## src/rtl/instr_sequencer.sv

```systemverilog
// Program sequencer: preloads datapath registers from an init table, then issues a stored program.
// Optional define SEQ_HALT_OP_EN: opcode 4'hF in RUN ends the run without being issued.
module instr_sequencer #(
    parameter int unsigned AW        = 4,
    parameter logic [3:0]  INIT_OP   = 4'h0,
    parameter logic [15:0] NOP_INSTR = 16'h7000
) (
    input  logic          clk_i,
    input  logic          reset_i,
    input  logic          start_i,
    input  logic          hold_i,
    input  logic [AW:0]   prog_len_i,
    input  logic [4:0]    init_len_i,
    input  logic          load_we_i,
    input  logic          load_sel_i,
    input  logic [AW-1:0] load_addr_i,
    input  logic [15:0]   load_data_i,
    output logic [15:0]   instruction_o,
    output logic [15:0]   data_init_o,
    output logic          init_sel_o,
    output logic          busy_o,
    output logic          done_o,
    output logic [AW:0]   pc_o
);

    localparam logic [AW:0] ProgMax = {1'b1, {AW{1'b0}}};
    localparam logic [AW:0] PcOne   = {{AW{1'b0}}, 1'b1};

    typedef enum logic [1:0] {StIdle, StInit, StRun, StDone} state_e;

    state_e        state_q, state_d;
    logic [4:0]    idx_q, idx_d;
    logic [AW:0]   pc_q, pc_d;
    logic [AW:0]   prog_len_q, prog_len_d;
    logic [4:0]    init_len_q, init_len_d;
    logic          hold_q;
    logic [15:0]   instr_q, instr_d;
    logic [15:0]   dinit_q, dinit_d;
    logic          isel_q, isel_d;
    logic          busy_q, busy_d;
    logic          done_q, done_d;

    logic [15:0]   prog_mem [2**AW];
    logic [15:0]   init_tab [16];
    logic [15:0]   prog_rd;
    logic [AW:0]   prog_clamp;
    logic [4:0]    init_clamp;
    logic          halt;

    // Tables are only writable while idle and are deliberately not reset.
    always_ff @(posedge clk_i) begin
        if (load_we_i && state_q == StIdle) begin
            if (load_sel_i) begin
                init_tab[4'(load_addr_i)] <= load_data_i;
            end else begin
                prog_mem[load_addr_i] <= load_data_i;
            end
        end
    end

    assign prog_rd    = prog_mem[pc_q[AW-1:0]];
    assign prog_clamp = (prog_len_i > ProgMax) ? ProgMax : prog_len_i;
    assign init_clamp = (init_len_i > 5'd16) ? 5'd16 : init_len_i;

`ifdef SEQ_HALT_OP_EN
    assign halt = (prog_rd[15:12] == 4'hF);
`else
    assign halt = 1'b0;
`endif

    always_comb begin
        state_d    = state_q;
        idx_d      = idx_q;
        pc_d       = pc_q;
        prog_len_d = prog_len_q;
        init_len_d = init_len_q;
        instr_d    = NOP_INSTR;
        dinit_d    = '0;
        isel_d     = 1'b1;
        busy_d     = 1'b0;
        done_d     = 1'b0;
        unique case (state_q)
            StIdle: begin
                // done_q marks the done-pulse cycle, where a start must be ignored.
                if (start_i && !done_q) begin
                    idx_d      = '0;
                    pc_d       = '0;
                    prog_len_d = prog_clamp;
                    init_len_d = init_clamp;
                    if (init_clamp != '0)      state_d = StInit;
                    else if (prog_clamp != '0) state_d = StRun;
                    else                       state_d = StDone;
                end
            end
            StInit: begin
                busy_d = 1'b1;
                isel_d = 1'b0;
                if (!hold_q) begin
                    instr_d = {INIT_OP, idx_q[3:0], 8'h00};
                    dinit_d = init_tab[idx_q[3:0]];
                    idx_d   = idx_q + 5'd1;
                    if (idx_q == init_len_q - 5'd1) begin
                        state_d = (prog_len_q != '0) ? StRun : StDone;
                    end
                end
            end
            StRun: begin
                busy_d = 1'b1;
                if (!hold_q) begin
                    if (halt) begin
                        state_d = StDone;
                    end else begin
                        instr_d = prog_rd;
                        pc_d    = pc_q + PcOne;
                        if (pc_q == prog_len_q - PcOne) state_d = StDone;
                    end
                end
            end
            StDone: begin
                busy_d  = 1'b1;
                done_d  = 1'b1;
                state_d = StIdle;
            end
            default: state_d = StIdle;
        endcase
    end

    always_ff @(posedge clk_i) begin
        if (reset_i) begin
            state_q    <= StIdle;
            idx_q      <= '0;
            pc_q       <= '0;
            prog_len_q <= '0;
            init_len_q <= '0;
            hold_q     <= 1'b0;
            instr_q    <= NOP_INSTR;
            dinit_q    <= '0;
            isel_q     <= 1'b1;
            busy_q     <= 1'b0;
            done_q     <= 1'b0;
        end else begin
            state_q    <= state_d;
            idx_q      <= idx_d;
            pc_q       <= pc_d;
            prog_len_q <= prog_len_d;
            init_len_q <= init_len_d;
            hold_q     <= hold_i;
            instr_q    <= instr_d;
            dinit_q    <= dinit_d;
            isel_q     <= isel_d;
            busy_q     <= busy_d;
            done_q     <= done_d;
        end
    end

    assign instruction_o = instr_q;
    assign data_init_o   = dinit_q;
    assign init_sel_o    = isel_q;
    assign busy_o        = busy_q;
    assign done_o        = done_q;
    assign pc_o          = pc_q;

endmodule

```

## config.mk

```make
export PLATFORM = sky130hd
export DESIGN_NAME = instr_sequencer
export DESIGN_NICKNAME = d
export VERILOG_FILES = /design/src/rtl/instr_sequencer.sv
export SDC_FILE = /design/constraint.sdc
export NUM_CORES = 1
export LEC_CHECK = 0
export CAP_MARGIN = 10
export CORE_MARGIN = 1
export CORE_UTILIZATION = 55
export DETAILED_ROUTE_END_ITERATION = 16
export PLACE_DENSITY_LB_ADDON = 0.08
export REMOVE_ABC_BUFFERS = 1
export SETUP_SLACK_MARGIN = 0.1
export SYNTH_ARGS = -nofsm -noshare
export SYNTH_HDL_FRONTEND = slang
export SYNTH_SLANG_ARGS = --single-unit
```

## constraint.sdc

```tcl
create_clock -name clk_i -period 2.7 [get_ports clk_i]
set_input_delay 0.54 -clock clk_i [delete_from_list [all_inputs] [get_ports clk_i]]
set_output_delay 0.54 -clock clk_i [all_outputs]
set_load 0.01 [all_outputs]
```

== After elaboration in Yosys (flattened, before gate mapping) ==
Memories as Yosys holds them, arrays and structs flattened. A register that Yosys moved wholly into a read port is not among the register bits.
Index checks and enable logic that the tools add are counted.
Widths: inputs -> output; s select.
Cells by class
  order comparisons: 2
  multiplexer cells: 30
  reductions and logical operators: 15
  equal/unequal tests: 10
  bitwise operators: 1
  add/sub/neg operators: 4
Operators with widths (number)
  $pmux 16 s2: 1
  $mux 5: 5
  $pmux 5 s2: 2
  $mux 16: 1
  $mux 15: 1
  $reduce_bool 5->1: 3
  $mux 2: 6
  $mux 1: 11
  $add 5x1->5 const B: 2
  $eq 5x5->1: 2
  $gt 5x5->1 const B: 2
  $sub 5x1->5 const B: 2
  $mux 4: 2
  $ne 2x2->1 const B: 4
  $pmux 2 s4: 1
  $reduce_and 3->1: 2
  $reduce_or 3->1: 2
  $reduce_and 5->1: 1
  $eq 2x2->1 const B: 2
  $reduce_bool 2->1: 2
  $eq 2x1->1 const B: 1
  $logic_and 1x1->1: 2
  $logic_not 2->1: 1
  $ne 2x1->1 const B: 1
  3 further kinds: 3
Storage, ports and cells
  logic and storage cells: 74
  memories kept: 2
  input port bits: 36
  output and inout bits: 40
  bits in registers: 42
  RAM bits: 512
Memory list
  init_tab: words 16, width 16, read ports 1, clocked after Yosys merged registers in 1, wr ports 1, line 44  | logic [15:0] init_tab [16];
  prog_mem: words 16, width 16, read ports 1, clocked after Yosys merged registers in 1, wr ports 1, line 43  | logic [15:0] prog_mem [2**AW];

== Depth between registers and ports, before layout ==
Gate-level depths: netlist of run 1.
  word-level depth: 7
  gate-level depth with buffers: 8
  mapped depth without buffers: 7

== Worst setup path after synthesis of run 1 ==
No wires, ideal clock.
  path kind: register to register
  start: register state_q[0]
  end: memory prog_mem[8][0], enable pin
  cell stages (with the launch flop): 7
  library setup time: 0.409 ns
  clock period less this slack: 2.956 ns
  path buffers: 1
  path slack: -0.256 ns
  arrival: 2.546 ns
  data required time: 2.291 ns
  cells stage by stage: dfxtp_1 -> inv_1 -> ha_1 -> clkbuf_1 -> nand2_1 -> or3_1 -> nor3_1
Between the ends
  longest elaborated chain between the ends: 4
Ends and longest elaborated chain
  start: declaration: line 31  | state_e state_q, state_d;
  start signal: assignment: line 130  | state_q <= StIdle;
  start signal: assignment: line 142  | state_q <= state_d;
  $logic_not 2->1: line 52  | if (load_we_i && state_q == StIdle) begin
  $logic_and 1x1->1: line 52
  $mux 1: line 52
  $mux 1 (implied by the code): line 56  | prog_mem[load_addr_i] <= load_data_i;
  end: declaration: line 43
Every way passes these cells.

==> results of run 1 <==
## per-layer routing
layer	part of all wire	wire length [um]
met1	0.46	20800
met4	0.019	879
met5	0	0
met2	0.46	21000
met3	0.062	2810
## state kept, by name, summed over array words and instances (netlist names), named ones only
| register | cells |
|---|---|
| instruction_o | 16 |
| init_len_q | 5 |
| pc_o | 5 |
| busy_o | 1 |
| idx_q | 5 |
| done_o | 1 |
| init_tab | 256 |
| prog_len_q | 5 |
| data_init_o | 16 |
| hold_q | 1 |
| init_sel_o | 1 |
| prog_mem | 256 |
| state_q | 2 |
## through the flow
| step | instance area [um2] | setup TNS (ps) | std cells | power (uW) | hold slack [ps] |
|---|---|---|---|---|---|
| floorplan | 21700 | -51820 | 1016 | 11100 | 444 |
| global placement | 24200 | 0 | 1696 | 11800 | 460 |
| detailed placement | 24200 | 0 | 1696 | 11800 | 465 |
| CTS | 26000 | 0 | 1801 | 19300 | 473 |
| global route | 26000 | 0 | 1801 | 19800 | 486 |
| finish | 26000 | 0 | 1801 | 19100 | 471 |
## worst max-delay path: cells and delay by family, from the launching register on
kind,cells,cell delay [ps]
multiplexers,2,1090
flip-flops,1,630
buffers and inverters,2,320
AO/OA/AOI/OAI,1,90
## worst max-delay path by stage
stage,cells past startpoint,slack (ps),endpoint,startpoint
global route,6,250,prog_mem[4][4],state_q[1]
global placement,5,320,prog_mem[4][5],load_we_i
finish,5,410,instruction_o[8],flop
CTS,5,400,instruction_o[8],flop
floorplan,4,-1410,data_init_o[0],idx_q[0]
detailed placement,4,250,init_tab[2][7],load_addr_i[1]
## power breakdown
part / leakage [uW] / internal (uW) / total [uW] / switching, uW
Combinational: 0.00212 / 791 / 1650 / 855
Sequential: 0.00512 / 9830 / 9940 / 103
Clock: 0.000877 / 4380 / 7550 / 3170
## cell type report
type	instances	area (um2)	share of cell area
tap	518	648	0.0249
clock inverter	22	189	0.00726
sequential	574	16600	0.639
inverter	11	41.3	0.00159
multi-input combinational	431	5170	0.199
clock buffer	83	1600	0.0614
timing repair buffer	162	1750	0.0674
## synthesized netlist by cell type (2+ instances only)
master,n
a211oi_1,38
a21o_1,4
a21oi_1,19
a22oi_1,2
a31oi_1,2
and2_1,2
and3_1,3
buf_1,7
buf_2,20
buf_4,6
buf_6,2
clkbuf_1,26
dfxtp_1,62
edfxtp_1,512
ha_1,9
inv_1,11
mux2_2,2
mux2i_1,20
mux4_1,11
mux4_2,130
nand2_1,16
nand2b_1,9
nand3_1,12
nand3b_1,4
nand4_1,4
nor2_1,54
nor2b_1,32
nor3_1,10
nor3b_1,8
o21ai_0,6
o21bai_1,3
or3_1,2
xnor2_1,12
xor2_1,6
## cells by family (layout without fill, tap and decap cells)
family	count (synthesis)	after routing	synth area share
flops	574	574	0.754
mux	163	163	0.156
simple gates	160	160	0.0372
compound gates	81	81	0.0248
buf+inv	73	278	0.0160
xor+xnor	18	18	0.00715
fa+ha+maj	9	9	0.00511
==> impl_metrics.yaml, run 1 <==
worst_setup_path:
  setup.worst_path.start_class: "flop"
  critPathArrivalTime_ps: 2760
  r2r_cells: 5
  crit_chain: "buf_4 > mux4_1 > mux4_2 > inv_1 > o21ai_0"
  cpPeakStageDelay_ps: 630
  crit_fanout: 22
  crit_type: "flop to flop"
  slowest_stage: "dfxtp_4"
  cp.required_ps: 3170
  endpoint_kind: "flop"
  ff2ff_setup_slack_ps: 410
  r2r_end: "instruction_o[8]"
global_route:
  antenna_found_initial: 0
  use_met1: 0.351
  grt_pass1_wl_um: 68600
  globalRouteMet3Util: 0.0432
  grt_pass1_vias: 10893
  overflow: 0
  grtUsageTotal: 0.230
  grt_max_degree: 69
  grt.met2_usage: 0.346
  busiest_layer: "met1"
cells_and_area:
  final_common_cell: "edfxtp_1"
  final_cell_mix: "edfxtp_1 (512), mux4_2 (130), clkdlybuf4s50_1 (75), buf_4 (59), clkbuf_16 (58)"
  nets: 1282
  antennaDiodeCount: 0
  drive_gt1_frac: 0.260
  n_fill_cell: 2613
  fin_util: 0.666
  syn_to_final_growth_pct: 18.1
synth:
  synth_edf_count: 512
  async_reset_ff_frac: 0
  synth_area_um2: 22000
  yosys.area.top_type_share: 0.697
  synth_seq_cells: 574
  synthFlopType: "edfxtp_1"
  yosys-top-cells-area: "edfxtp_1 (70%), mux4_2 (13%), dfxtp_1 (5.6%)"
  ys_seq_area_frac: 0.754
  syn_area_per_cell_um2: 20.5
  synth_warnings: 0
  yosysUniqueCellTypes: 46
  synth_cells: 1078
  synth_area_leader_cell: "edfxtp_1"
die:
  core-area_um2: 39100
  io_pins: 76
  row_count: 72
  die-width_um: 202
  start_util: 0.564
  die-area_um2: 40900
  die_y_um: 202
clock_network:
  hold_buffers: 0
  cts-root-buf: "clkbuf_16"
  postCtsSetupBuffers: 0
  cts_buffer_depth: 3
  cts_resized: 0
  clock_latency_ps: 610
  path_clk_slew_ps: 60
  h-tree-depth: 2
  numCtsBuffers: 57
  cts_tree: "yes"
  cts.sinks: 574
routing:
  drtIter0Drc: 936
  drtAntennaViolNets: 0
  vias: 10704
  wire_per_inst_um: 25.3
  firstDrtPassIters: 5
  drt-total-wl_um: 45500
  drc_errors: 0
  vias_per_cell: 5.94
timing:
  fmax_mhz: 437
  tightest_slew_ps: 626
  max-slew-margin-rel: 0.580
  final.setup.worst_slack_ps: 411
  skew_ps: 22.3
  post-route-period-util: 0.848
  finalHoldViolCount: 0
  setup_violations: 0
  period_needed_ps: 2290
  rsz0062_at_grt: "no"
  maxSlewViolCount: 0
hold_path:
  holdPathEnd: "init_len_q[4]"
  min_path_cells: 2
  hold_start: "init_len_q[4]"
  hold_path.class: "flop to flop"
outcome:
  status: "completed"
place:
  place_hpwl_um: 27500
  io_buffers: 75
  gp_congestion: 0.780
  preCtsSetupSlack_ps: 254
run:
  maxCapViolCount: 0
pwr:
  leakagePower_uw: 0.00811
  power_density_nw_per_um2: 735
  peakVddDrop_uv: 525
(Power assumes the default switching activity.)
==> run 2: changes to the inputs <==
Clock period 2.7 ns to 1.9 ns, I/O delays scaled along.
==> run 2 against run 1 <==
- the flow now finishes with violations (setup timing)
- sequential cell count unchanged
- sequential power up 42%
- design area increased by 7.4%
- via count up 7.5%
- final cell count up 6.5%
- critical path depth grew 1
- combinational power rose by 120%
- first-iteration DRC count increased by 12%
- global-route usage up 1.5 points
- clock-buffer cell count fell by 14
- clock power rose by 35%
- critical endpoint is now instruction_o[2]
- largest power group unchanged
==> impl_metrics.yaml, run 2 (same netlist as run 1, synthesis figures left out) <==
routing:
  drtAntennaViolNets: 0
  drt-total-wl_um: 50300
  firstDrtPassIters: 5
  drtIter0Drc: 1050
  drc_errors: 0
  vias: 11505
  vias_per_cell: 6.00
  wire_per_inst_um: 26.2
cells_and_area:
  nets: 1403
  final_cell_mix: "edfxtp_1 (512), mux4_2 (138), buf_4 (111), clkbuf_16 (66), buf_12 (49)"
  antennaDiodeCount: 0
  regArea_um2: 16600
  n_fill_cell: 2398
  syn_to_final_growth_pct: 26.8
  multiInputGateArea_um2: 5720
  final_cell_area_um2: 28000
  final_common_cell: "edfxtp_1"
  reg_top3: "init_tab: 256 flops, prog_mem: 256 flops"
  drive_gt1_frac: 0.391
die:
  row_count: 72
  start_util: 0.564
  die-area_um2: 40900
  die-width_um: 202
  io_pins: 76
  core-area_um2: 39100
  die_y_um: 202
timing:
  tightest_slew_ps: 721
  finalHoldViolCount: 0
  skew_ps: 14.8
  fmax_mhz: 496
  setup_violations: 29
  whs_ps: 378
  maxSlewViolCount: 0
  max-slew-margin-rel: 0.519
  rsz0062_at_grt: "yes"
  period_needed_ps: 2020
  post-route-period-util: 1.06
  final.setup.worst_slack_ps: -118
worst_setup_path:
  r2r_end: "instruction_o[2]"
  endpoint_kind: "flop"
  critPathArrivalTime_ps: 2480
  r2r_cells: 6
  cpPeakStageDelay_ps: 480
  crit_fanout: 5
  crit_type: "flop to flop"
  ff2ff_setup_slack_ps: -120
  crit_chain: "buf_12 > buf_12 > clkbuf_16 > mux4_2 > mux4_2 > nor2b_2"
  setup.worst_path.start_class: "flop"
  slowest_stage: "mux4_2"
  cp.required_ps: 2370
clock_network:
  h-tree-depth: 2
  cts_tree: "yes"
  cts.sinks: 574
  clock_latency_ps: 590
  cts_buffer_depth: 3
  cts-root-buf: "clkbuf_16"
  numCtsBuffers: 56
  path_clk_slew_ps: 60
outcome:
  violations: "setup timing"
  status: "finished, violations left"
hold_path:
  hold_start: "hold_i"
  holdPathEnd: "hold_q"
  min_path_cells: 2
  hold_path.class: "input port to flop"
global_route:
  grt_max_degree: 69
  antenna_found_initial: 1
  grt_pass1_vias: 11610
  grt_pass1_wl_um: 73000
  overflow: 0
  grtUsageTotal: 0.246
pwr:
  power_density_nw_per_um2: 995
  leakagePower_uw: 0.00916
  power.total_uw: 27800
  peakVddDrop_uv: 818
place:
  io_buffers: 75
  preCtsSetupSlack_ps: -325
  place_hpwl_um: 29200
  placed_area_um2: 24900
  gp_congestion: 0.778
run:
  maxCapViolCount: 0
[run 2: what timing repair did]
item                                    CTS  global route
endpoints found under the hold margin     0             0
pin swaps                                34            45
setup buffers                            13            26
gates cloned                              3            13
hold buffers                              0             0
resized for setup                       158            90
endpoints found under the setup margin  595           363
[run 2: how the worst max path moves through the flow]
stage / from / endpoint / cells past startpoint
2_1_floorplan: idx_q[0] / data_init_o[0] / 4
3_3_place_gp: load_addr_i[2] / prog_mem[8][5] / 5
3_5_place_dp: load_addr_i[2] / prog_mem[8][5] / 5
4_1_cts: flop / instruction_o[15] / 5
5_1_grt: flop / instruction_o[8] / 6
6_report: flop / instruction_o[2] / 6
[run 2: per-layer routing]
layer / global-route usage / vias up / part of all wire
li1: - / 4970 / -
met1: 0.370 / 6034 / 0.44
met2: 0.382 / 447 / 0.48
met3: 0.0363 / 54 / 0.070
met4: 0.0618 / 0 / 0.016
met5: 0 / - / 0
[run 2: per-stage QoR]
stage               instances   util  setup TNS (ps)
CTS                      1880  0.695           -1430
finish                   1918  0.715           -1390
global route             1918  0.715           -6990
detailed placement       1764  0.637         -106890
floorplan                1016      -         -330220
global placement         1764  0.637          -97950
[run 2: critical path: cells and delay by family, from the launching register on]
kind | cells | cell delay [ps]
and+or+nand+nor | 1 | 200
DFF | 1 | 370
muxes | 2 | 940
buffers and inverters | 3 | 380
[run 2: final cells by class]
cell class,count,share of cell area
Clock buffer,69,0.0526
Tap cell,518,0.0232
Sequential cell,574,0.595
Multi-Input combinational cell,431,0.204
Inverter,11,0.00148
Clock inverter,31,0.00711
Timing Repair Buffer,284,0.116
[run 2: power breakdown]
| group | switching (uW) | internal, uW | total [uW] |
|---|---|---|---|
| clock | 4470 | 5730 | 10200 |
| combinational | 1660 | 1900 | 3550 |
| sequential | 107 | 14000 | 14100 |
==> run 3: changes to the inputs <==
Settings changed: CAP_MARGIN 10 to not set.
==> results of run 3 <==
No change in the layout: final DEF, timing and power equal those of run 2.
